### src/rtl/expr_pkg.sv
// Shared constants and enums for the single-digit +/* expression evaluator.
package expr_pkg;

  localparam logic [7:0] CH_0    = 8'd48;
  localparam logic [7:0] CH_9    = 8'd57;
  localparam logic [7:0] CH_PLUS = 8'd43;
  localparam logic [7:0] CH_MUL  = 8'd42;

  typedef enum logic [1:0] {
    S_START,
    S_NUM,
    S_OP,
    S_ERR
  } state_e;

  typedef enum logic {
    ADD,
    MUL
  } op_e;

endpackage

### src/rtl/expr_eval_if.sv
// Character stream in, evaluation result out; the evaluator takes the slave side.
interface expr_eval_if #(
  parameter int W = 16
);
  logic [7:0]   in;
  logic         in_valid;
  logic [W-1:0] value;
  logic         ok;
  logic         err;
  logic         ovf;

  modport master (output in, in_valid, input value, ok, err, ovf);
  modport slave  (input in, in_valid, output value, ok, err, ovf);
endinterface

### src/rtl/char_class.sv
// Combinational ASCII decoder: digit / '+' / '*' classification and digit value.
module char_class
  import expr_pkg::*;
(
  input  logic [7:0] ch,
  output logic       is_digit,
  output logic       is_plus,
  output logic       is_mul,
  output logic [3:0] digit
);
  logic [7:0] off;

  assign off      = ch - CH_0;
  assign is_digit = (ch >= CH_0) && (ch <= CH_9);
  assign is_plus  = (ch == CH_PLUS);
  assign is_mul   = (ch == CH_MUL);
  assign digit    = is_digit ? off[3:0] : 4'd0;
endmodule

### src/rtl/expr_eval.sv
// Streaming evaluator for digit (op digit)* with '*' binding tighter than '+'.
// value is always sum + term, so a '+' can fold value_q straight into sum.
module expr_eval
  import expr_pkg::*;
#(
  parameter int W = 16
) (
  input logic        clk,
  input logic        clr_n,
  expr_eval_if.slave bus
);
  logic         is_digit, is_plus, is_mul;
  logic [3:0]   digit;
  logic [W-1:0] digit_w;

  state_e       state_q, state_d;
  op_e          op_q, op_d;
  logic [W-1:0] sum_q, sum_d;
  logic [W-1:0] term_q, term_d;
  logic [W-1:0] value_q, value_d;
  logic         ovf_q, ovf_d;

  logic [W+3:0] prod;
  logic [W:0]   add;
  logic         legal;
  logic         mul_ovf;

  char_class u_char_class (
    .ch       (bus.in),
    .is_digit (is_digit),
    .is_plus  (is_plus),
    .is_mul   (is_mul),
    .digit    (digit)
  );

  assign digit_w = {{(W-4){1'b0}}, digit};
  assign prod    = {4'b0, term_q} * {{W{1'b0}}, digit};

  // NOTE: every signal gets a default before the case so no path leaves one unassigned (no latches).
  always_comb begin
    state_d = state_q;
    op_d    = op_q;
    sum_d   = sum_q;
    term_d  = term_q;
    value_d = value_q;
    ovf_d   = ovf_q;
    legal   = 1'b0;
    mul_ovf = 1'b0;

    if (bus.in_valid) begin
      unique case (state_q)
        S_START: begin
          if (is_digit) begin
            sum_d   = '0;
            term_d  = digit_w;
            state_d = S_NUM;
            legal   = 1'b1;
          end else begin
            state_d = S_ERR;
          end
        end
        S_OP: begin
          if (is_digit) begin
            if (op_q == MUL) begin
              term_d  = prod[W-1:0];
              mul_ovf = |prod[W+3:W];
            end else begin
              term_d = digit_w;
            end
            state_d = S_NUM;
            legal   = 1'b1;
          end else begin
            state_d = S_ERR;
          end
        end
        S_NUM: begin
          if (is_plus) begin
            sum_d   = value_q;
            term_d  = '0;
            op_d    = ADD;
            state_d = S_OP;
            legal   = 1'b1;
          end else if (is_mul) begin
            op_d    = MUL;
            state_d = S_OP;
            legal   = 1'b1;
          end else begin
            state_d = S_ERR;
          end
        end
        default: ;
      endcase
    end

    add = {1'b0, sum_d} + {1'b0, term_d};
    if (legal) begin
      value_d = add[W-1:0];
      ovf_d   = ovf_q | add[W] | mul_ovf;
    end
  end

  // NOTE: state registers use non-blocking assignments so all flops update together on the edge.
  always_ff @(posedge clk or negedge clr_n) begin
    if (!clr_n) begin
      state_q <= S_START;
      op_q    <= ADD;
      sum_q   <= '0;
      term_q  <= '0;
      value_q <= '0;
      ovf_q   <= 1'b0;
    end else begin
      state_q <= state_d;
      op_q    <= op_d;
      sum_q   <= sum_d;
      term_q  <= term_d;
      value_q <= value_d;
      ovf_q   <= ovf_d;
    end
  end

  assign bus.value = value_q;
  assign bus.ok    = (state_q == S_NUM);
  assign bus.err   = (state_q == S_ERR);
  assign bus.ovf   = ovf_q;
endmodule
### src/flat_wrapper.sv
// flat-port wrapper written by rule: the top's interface ports become plain ports
module expr_eval_flat import expr_pkg::*;
#(
  parameter int W = 16
)
  (clk, clr_n, bus_in, bus_in_valid, bus_value, bus_ok, bus_err, bus_ovf);
  expr_eval_if #(.W(W)) bus_i ();
  input logic clk;
  input logic clr_n;
  input wire logic [$bits(bus_i.in)-1:0] bus_in;
  input wire logic [$bits(bus_i.in_valid)-1:0] bus_in_valid;
  output wire logic [$bits(bus_i.value)-1:0] bus_value;
  output wire logic [$bits(bus_i.ok)-1:0] bus_ok;
  output wire logic [$bits(bus_i.err)-1:0] bus_err;
  output wire logic [$bits(bus_i.ovf)-1:0] bus_ovf;
  assign bus_i.in = bus_in;
  assign bus_i.in_valid = bus_in_valid;
  assign bus_value = bus_i.value;
  assign bus_ok = bus_i.ok;
  assign bus_err = bus_i.err;
  assign bus_ovf = bus_i.ovf;
  expr_eval #(.W(W)) u_core (.clk(clk), .clr_n(clr_n), .bus(bus_i));
endmodule
### config.mk
export PLATFORM = sky130hd
export DESIGN_NAME = expr_eval_flat
export DESIGN_NICKNAME = d
export VERILOG_FILES = /design/src/rtl/expr_pkg.sv /design/src/rtl/expr_eval_if.sv /design/src/rtl/char_class.sv /design/src/rtl/expr_eval.sv /design/src/flat_wrapper.sv
export SDC_FILE = /design/constraint.sdc
export NUM_CORES = 1
export LEC_CHECK = 0
export CELL_PAD_IN_SITES_DETAIL_PLACEMENT = 0
export CELL_PAD_IN_SITES_GLOBAL_PLACEMENT = 1
export CORE_MARGIN = 3
export CORE_UTILIZATION = 47
export DETAILED_ROUTE_END_ITERATION = 10
export PLACE_DENSITY = 0.8
export SLEW_MARGIN = 40
export SYNTH_ARGS = -nofsm -noshare
export SYNTH_HDL_FRONTEND = slang
export SYNTH_SLANG_ARGS = --single-unit
### constraint.sdc
create_clock -name clk -period 5.49 [get_ports clk]
set_clock_uncertainty 0.1 [all_clocks]
set_input_delay 1.098 -clock clk [delete_from_list [all_inputs] [get_ports clk]]
set_output_delay 1.098 -clock clk [all_outputs]
set_load 0.05 [all_outputs]
======== Word level (Yosys, flattened, before mapping) ========
Cells that the tools add are included.
cells by class
  add/sub/neg operators ................... 2
  multipliers ............................. 1
  magnitude comparators ................... 2
  equality and inequality tests ........... 5
  muxes and demuxes ....................... 26
  bitwise operators ....................... 2
  reduce and logical (&&, ||, !) cells .... 8
operators with widths
  operator                                                                             number
  16-bit two-way mux                                                                   8
  16-bit one-hot mux with 3 select lines                                               1
  16-bit one-hot mux with 2 select lines                                               1
  16-bit by 4-bit multiplier with 20-bit output                                        1
  16-bit by 16-bit adder with 17-bit output                                            1
  8-bit by 6-bit equality test with 1-bit output, second input constant                2
  1-bit two-way mux                                                                    11
  8-bit by 6-bit greater-or-equal comparator with 1-bit output, second input constant  1
  8-bit by 6-bit <= comparator with 1-bit output, second input constant                1
  2-bit equality test, second input constant                                           2
  2-bit two-way mux                                                                    2
  4-bit two-way mux                                                                    1
  2-bit one-hot mux with 2 select lines                                                1
  2-bit nonzero test                                                                   2
  4-bit OR reduction                                                                   1
  4-bit by 1-bit subtractor with 4-bit output, second input constant                   1
  3-bit AND reduction                                                                  1
  2-bit by 1-bit equality test with 1-bit output, second input constant                1
  2-bit logical NOT                                                                    1
  1-bit bitwise OR                                                                     2
  1-bit one-hot mux with 2 select lines                                                1
  2-bit AND reduction                                                                  1
  2-bit OR reduction                                                                   1
  1-bit logical AND                                                                    1
word-level totals
  flip-flop bits (word level) ............. 52
  output and inout port bits .............. 19
  word-level logic and storage cells ...... 52

======== Depth between registers and ports, before layout ========
  word-level depth ........................ 11
  mapped depth ............................ 25
  mapped depth without buffers ............ 23

======== Cells and area by module ========
A second synthesis with hierarchy kept.
second synthesis, totals
  cells, all modules ...................... 541
  area total of the unflattened synthesis .. 4,820.9 um^2
modules (own cells, without submodules)
  module      times used  cells an instance  area each (um^2)  sequential area each (um^2)
  expr_eval   1           529                4,719.5           1,301.2
  char_class  1           12                 101.3             0.0

======== Worst setup path before layout ========
OpenSTA, ideal clock, no wires.
  kind .................................... input to register
  start point ............................. input bus_in[7]
  end point ............................... register u_core.value_q[15], in the netlist u_core.bus.value[15]
  library setup time ...................... 0.124 ns
  arrival time ............................ 6.164 ns
  setup slack ............................. -0.898 ns
  stages .................................. 21
  buffers on the path ..................... 2
  cell sequence ........................... nor3b_2 -> and3_1 -> clkbuf_1 -> clkbuf_1 -> nand3_1 -> fa_1 -> fa_1 -> inv_1 -> ha_1 -> a21oi_1 -> o21bai_1 -> or4_1 -> nand2_1 -> xnor2_1 -> a22o_1 -> ha_1 -> o311ai_0 -> o211ai_1 -> a211oi_2 -> mux2i_1 -> a211o_1
between the ends
  word-level cells in the longest chain between the ends .. 9
  elaborated cells between the ends (all ways) .. 23
  those cells by class .................... add/sub (1); mul (1); order compare (2); eq/ne (2); mux (16); reduce/logical (1)
ends and longest elaborated chain
  item                                                                                                                            line                RTL
  start, declared                                                                                                                 flat_wrapper.sv:10  input wire logic [$bits(bus_i.in)-1:0] bus_in;
  8-bit by 6-bit greater-or-equal comparator with 1-bit output or 8-bit by 6-bit <= comparator with 1-bit output (tied branches)  char_class.sv:14    assign is_digit = (ch >= CH_0) && (ch <= CH_9);
  1-bit logical AND                                                                                                               char_class.sv:14
  4-bit two-way mux                                                                                                               char_class.sv:17    assign digit = is_digit ? off[3:0] : 4'd0;
  16-bit by 4-bit multiplier with 20-bit output                                                                                   expr_eval.sv:37     assign prod = {4'b0, term_q} * {{W{1'b0}}, digit};
  16-bit two-way mux                                                                                                              expr_eval.sv:64     if (op_q == MUL) begin
  16-bit two-way mux                                                                                                              expr_eval.sv:63     if (is_digit) begin
  16-bit one-hot mux with 3 select lines *                                                                                        expr_eval.sv:51     unique case (state_q)
  16-bit two-way mux *                                                                                                            expr_eval.sv:50     if (bus.in_valid) begin
  via u_core.term_d[9]                                                                                                            expr_eval.sv:19     logic [W-1:0] term_q, term_d;
  16-bit by 16-bit adder with 17-bit output *                                                                                     expr_eval.sv:95     add = {1'b0, sum_d} + {1'b0, term_d};
  end signal, assigned                                                                                                            expr_eval.sv:116    value_q <= value_d;
  end, declared                                                                                                                   expr_eval.sv:20     logic [W-1:0] value_q, value_d;
Mark *: on every way through the listed nets, which the timed path passes. The rest lies on a longest branch.
A chain may end at the register's enable or synchronous reset.

======== Worst setup path after layout ========
  start point ............................. input bus_in[5]
  end point ............................... register u_core.value_q[15], in the netlist u_core.bus.value[15]
The elaborated chain is that of the path after synthesis.

==> flow_summary.json <==
{
  "cts_root_buf": "clkbuf_8",
  "synth_top_area_share_pct": 27.61,
  "crit_family": "compound AO/OA/AOI/OAI gates",
  "fmaxAchievable_mhz": 171.8,
  "fin_util_pct": 68.52,
  "fin_crit_sh_pct": 106.0,
  "slew-limit-headroom_pct": 56.84,
  "synthesis.area_um2": 4713,
  "tightestPinTransition_ps": 647.4,
  "grt_pass1_vias": 4267,
  "drive_gt1_share_pct": 31.12,
  "maxSlewViolCount": 0,
  "dp_hpwl_um": 9343,
  "grt_first_pass_wirelength_um": 21000,
  "die_y_um": 106.1,
  "grt_usage_pct": 22.94,
  "row_count": 35,
  "fill_cells": 786,
  "cts_tree": "built",
  "p_leak_nw": 3.268,
  "crit_type": "input pin to flop",
  "endpoint_kind": "flop",
  "routed_wl_um": 12450,
  "grt_antenna_before_repair": 0,
  "worst_slack_ps": -331.1,
  "final.min_clock_period_ps": 5821,
  "vias": 4198,
  "synth_area_leader_cell": "dfrtp_1",
  "netlist-cell-type-count": 57,
  "drtIter0Drc": 181,
  "die_x_um": 106.1,
  "synth_area_per_cell_um2": 8.843,
  "finalSetupViolCount": 5,
  "ys_top_cells_by_area": "dfrtp_1, fa_1, ha_1",
  "grt_overflow_total": 0,
  "n_antenna_cell": 0,
  "grt_max_degree": 53,
  "synthCells": 533,
  "avgRoutedWirePerCell_um": 16.00,
  "cts_buffers": 5,
  "p_per_area_nw_per_um2": 105.5,
  "syn_nets": 612,
  "ys.warnings.count": 0,
  "clock_sinks": 52,
  "dpl_cell_area_um2": 5823,
  "drc": 0,
  "crit_path_start_kind": "input pin",
  "nNetsFinal": 727,
  "synth-async-reset-ratio_pct": 100.0,
  "ys_seq_area_share_pct": 27.61,
  "rsz0062_at_grt": "yes",
  "final_cell_area_um2": 6511,
  "yosysMostFrequentCell": "and3_1",
  "critPathArrivalTime_ps": 5920,
  "port_buffers": 29,
  "violations": "negative setup slack",
  "ant_nets": 0,
  "synth_edf_count": 0,
  "clkLatencyLatePin_ps": 300,
  "slowest_stage": "fa_1",
  "peakVddDrop_mv": 0.1376,
  "cp.required_ps": 5590,
  "ys_top_cells_by_count": "and3_1, dfrtp_1, inv_1, nand2_1, o21ai_0",
  "status": "finished, violations left",
  "path_max_fanout": 7,
  "cts-hold-fix-buffers": 0,
  "clkTransAtPathRegs_ps": 90,
  "area_delta_synth_final_pct": 38.15,
  "cts_buffer_depth": 2,
  "first_pass_iters": 4,
  "die_area_um2": 11270,
  "gp_congestion": 0.8443,
  "crit_path_max_incr_delay_ps": 500,
  "ios": 30,
  "ys.flop_type": "dfrtp_1",
  "core_area_um2": 9503,
  "hold_path_class": "flop to flop",
  "hold_violations": 0,
  "vias_per_cell": 5.396,
  "ys_ff_latch": 52,
  "start_util_pct": 49.60,
  "maxCapViolCount": 0,
  "h-tree-depth": 2,
  "crit_buf_inv": 5
}
## where the power goes
group / internal [mW] / switching [mW]
registers: 0.383 / 0.000544
clock network: 0.135 / 0.126
logic: 0.0176 / 0.0252
## path summary, 6_finish.rpt
kind | end | cells past startpoint | from | slack (ps)
worst max-delay path | u_core.bus.value[15]$_DFFE_PN0P_ | 25 | bus_in[5] | -330
worst min-delay path | u_core.bus.value[4]$_DFFE_PN0P_ | 2 | u_core.bus.value[4]$_DFFE_PN0P_ | 410
worst max register to register | u_core.bus.value[15]$_DFFE_PN0P_ | 20 | u_core.term_q[2]$_DFF_PN0_ | 590
worst min register to register | u_core.bus.value[4]$_DFFE_PN0P_ | 2 | u_core.bus.value[4]$_DFFE_PN0P_ | 410
max in group asynchronous | u_core.bus.value[14]$_DFFE_PN0P_ | 2 | clr_n | 4060
min in group asynchronous | u_core.bus.value[6]$_DFFE_PN0P_ | 2 | clr_n | 790
## logic make-up after synthesis
family                     synth area share (%)
DFF                                       27.61
adders and majority gates                 22.91
buffers and inverters                     6.132
muxes                                    0.8495
xor gates and xnor gates                  4.460
and+or+nand+nor                           20.25
AOI/OAI and AO/OA                         17.79
## registers in the layout, summed over array words and instances, names as in the netlist
register          cells
u_core.bus.ovf        1
u_core.op_q           1
u_core.state_q        2
u_core.sum_q         16
u_core.bus.value     16
u_core.term_q        16
## what timing repair did
action	in CTS	in global routing
pin swaps	34	49
gates resized for setup	72	43
gates cloned	2	0
endpoints found under the setup margin	10	10
setup buffers	13	5
## routing by layer
| layer | vias to the layer above | track usage [%] | share of wire, % |
|---|---|---|---|
| met5 | - | 0 | 0 |
| met4 | 0 | 4.255 | 0.93 |
| met3 | 12 | 2.186 | 2.8 |
| met2 | 60 | 38.96 | 50 |
| met1 | 2055 | 32.23 | 46 |
| li1 | 2071 | - | - |
## per-stage QoR
| step | total power, mW | setup TNS [ps] | hold WS [ps] | worst slack (ps) | cells |
|---|---|---|---|---|---|
| 6_report | 0.6872 | -1048 | 410.1 | -331.1 | 778 |
| 5_1_grt | 0.7110 | -2028 | 440.7 | -491.9 | 778 |
| 4_1_cts | 0.6941 | -1368 | 410.6 | -318.1 | 774 |
| 3_5_place_dp | 0.4297 | -9436 | 388.8 | -1236 | 755 |
| 3_3_place_gp | 0.4286 | -8028 | 388.5 | -1103 | 755 |
| 2_1_floorplan | 0.4039 | -1437 | 369.4 | -431.5 | 533 |
## worst reg2reg max path: cells and delay by family, from the launching register on
| kind | cells | cell delay [ps] |
|---|---|---|
| and+or+nand+nor | 3 | 420 |
| AOI/OAI and AO/OA | 9 | 1780 |
| muxes | 1 | 120 |
| xor gates and xnor gates | 1 | 240 |
| DFF | 1 | 460 |
| buffers and inverters | 2 | 100 |
| adders and majority gates | 4 | 1580 |
## cell type report
| cell class | count | area (µm²) | area share, % |
|---|---|---|---|
| multi-input cells | 407 | 3613 | 55.50 |
| flip-flops and latches | 52 | 1301 | 19.98 |
| repair buffers | 129 | 1125 | 17.28 |
| inverters | 53 | 198.9 | 3.055 |
| well taps | 129 | 161.4 | 2.479 |
| clock buffers | 5 | 68.82 | 1.057 |
| clock inverters | 3 | 42.54 | 0.6533 |
## layout by cell type (no fill, tap or decap), types with 3 or more instances in the layout
cell / n
nand2b_1: 5
o21ai_2: 8
nand3_2: 4
inv_1: 45
a22o_1: 8
a21oi_2: 7
ha_1: 28
ha_4: 11
o21ai_1: 7
nand2_1: 48
dfrtp_1: 52
mux2i_1: 4
a21o_1: 6
a21oi_1: 21
nor2_1: 34
and3_4: 8
buf_2: 4
buf_4: 91
clkdlybuf4s50_1: 21
fa_1: 28
inv_2: 8
buf_6: 5
buf_12: 3
o21ai_0: 30
xor2_1: 9
o21a_1: 4
o211ai_1: 4
a31oi_1: 3
nor2b_1: 3
and3_1: 46
xnor2_2: 4
xnor2_1: 9
nor3_1: 5
nand3_1: 5
clkbuf_8: 5
No activity file was read; power rests on OpenSTA's default activity.
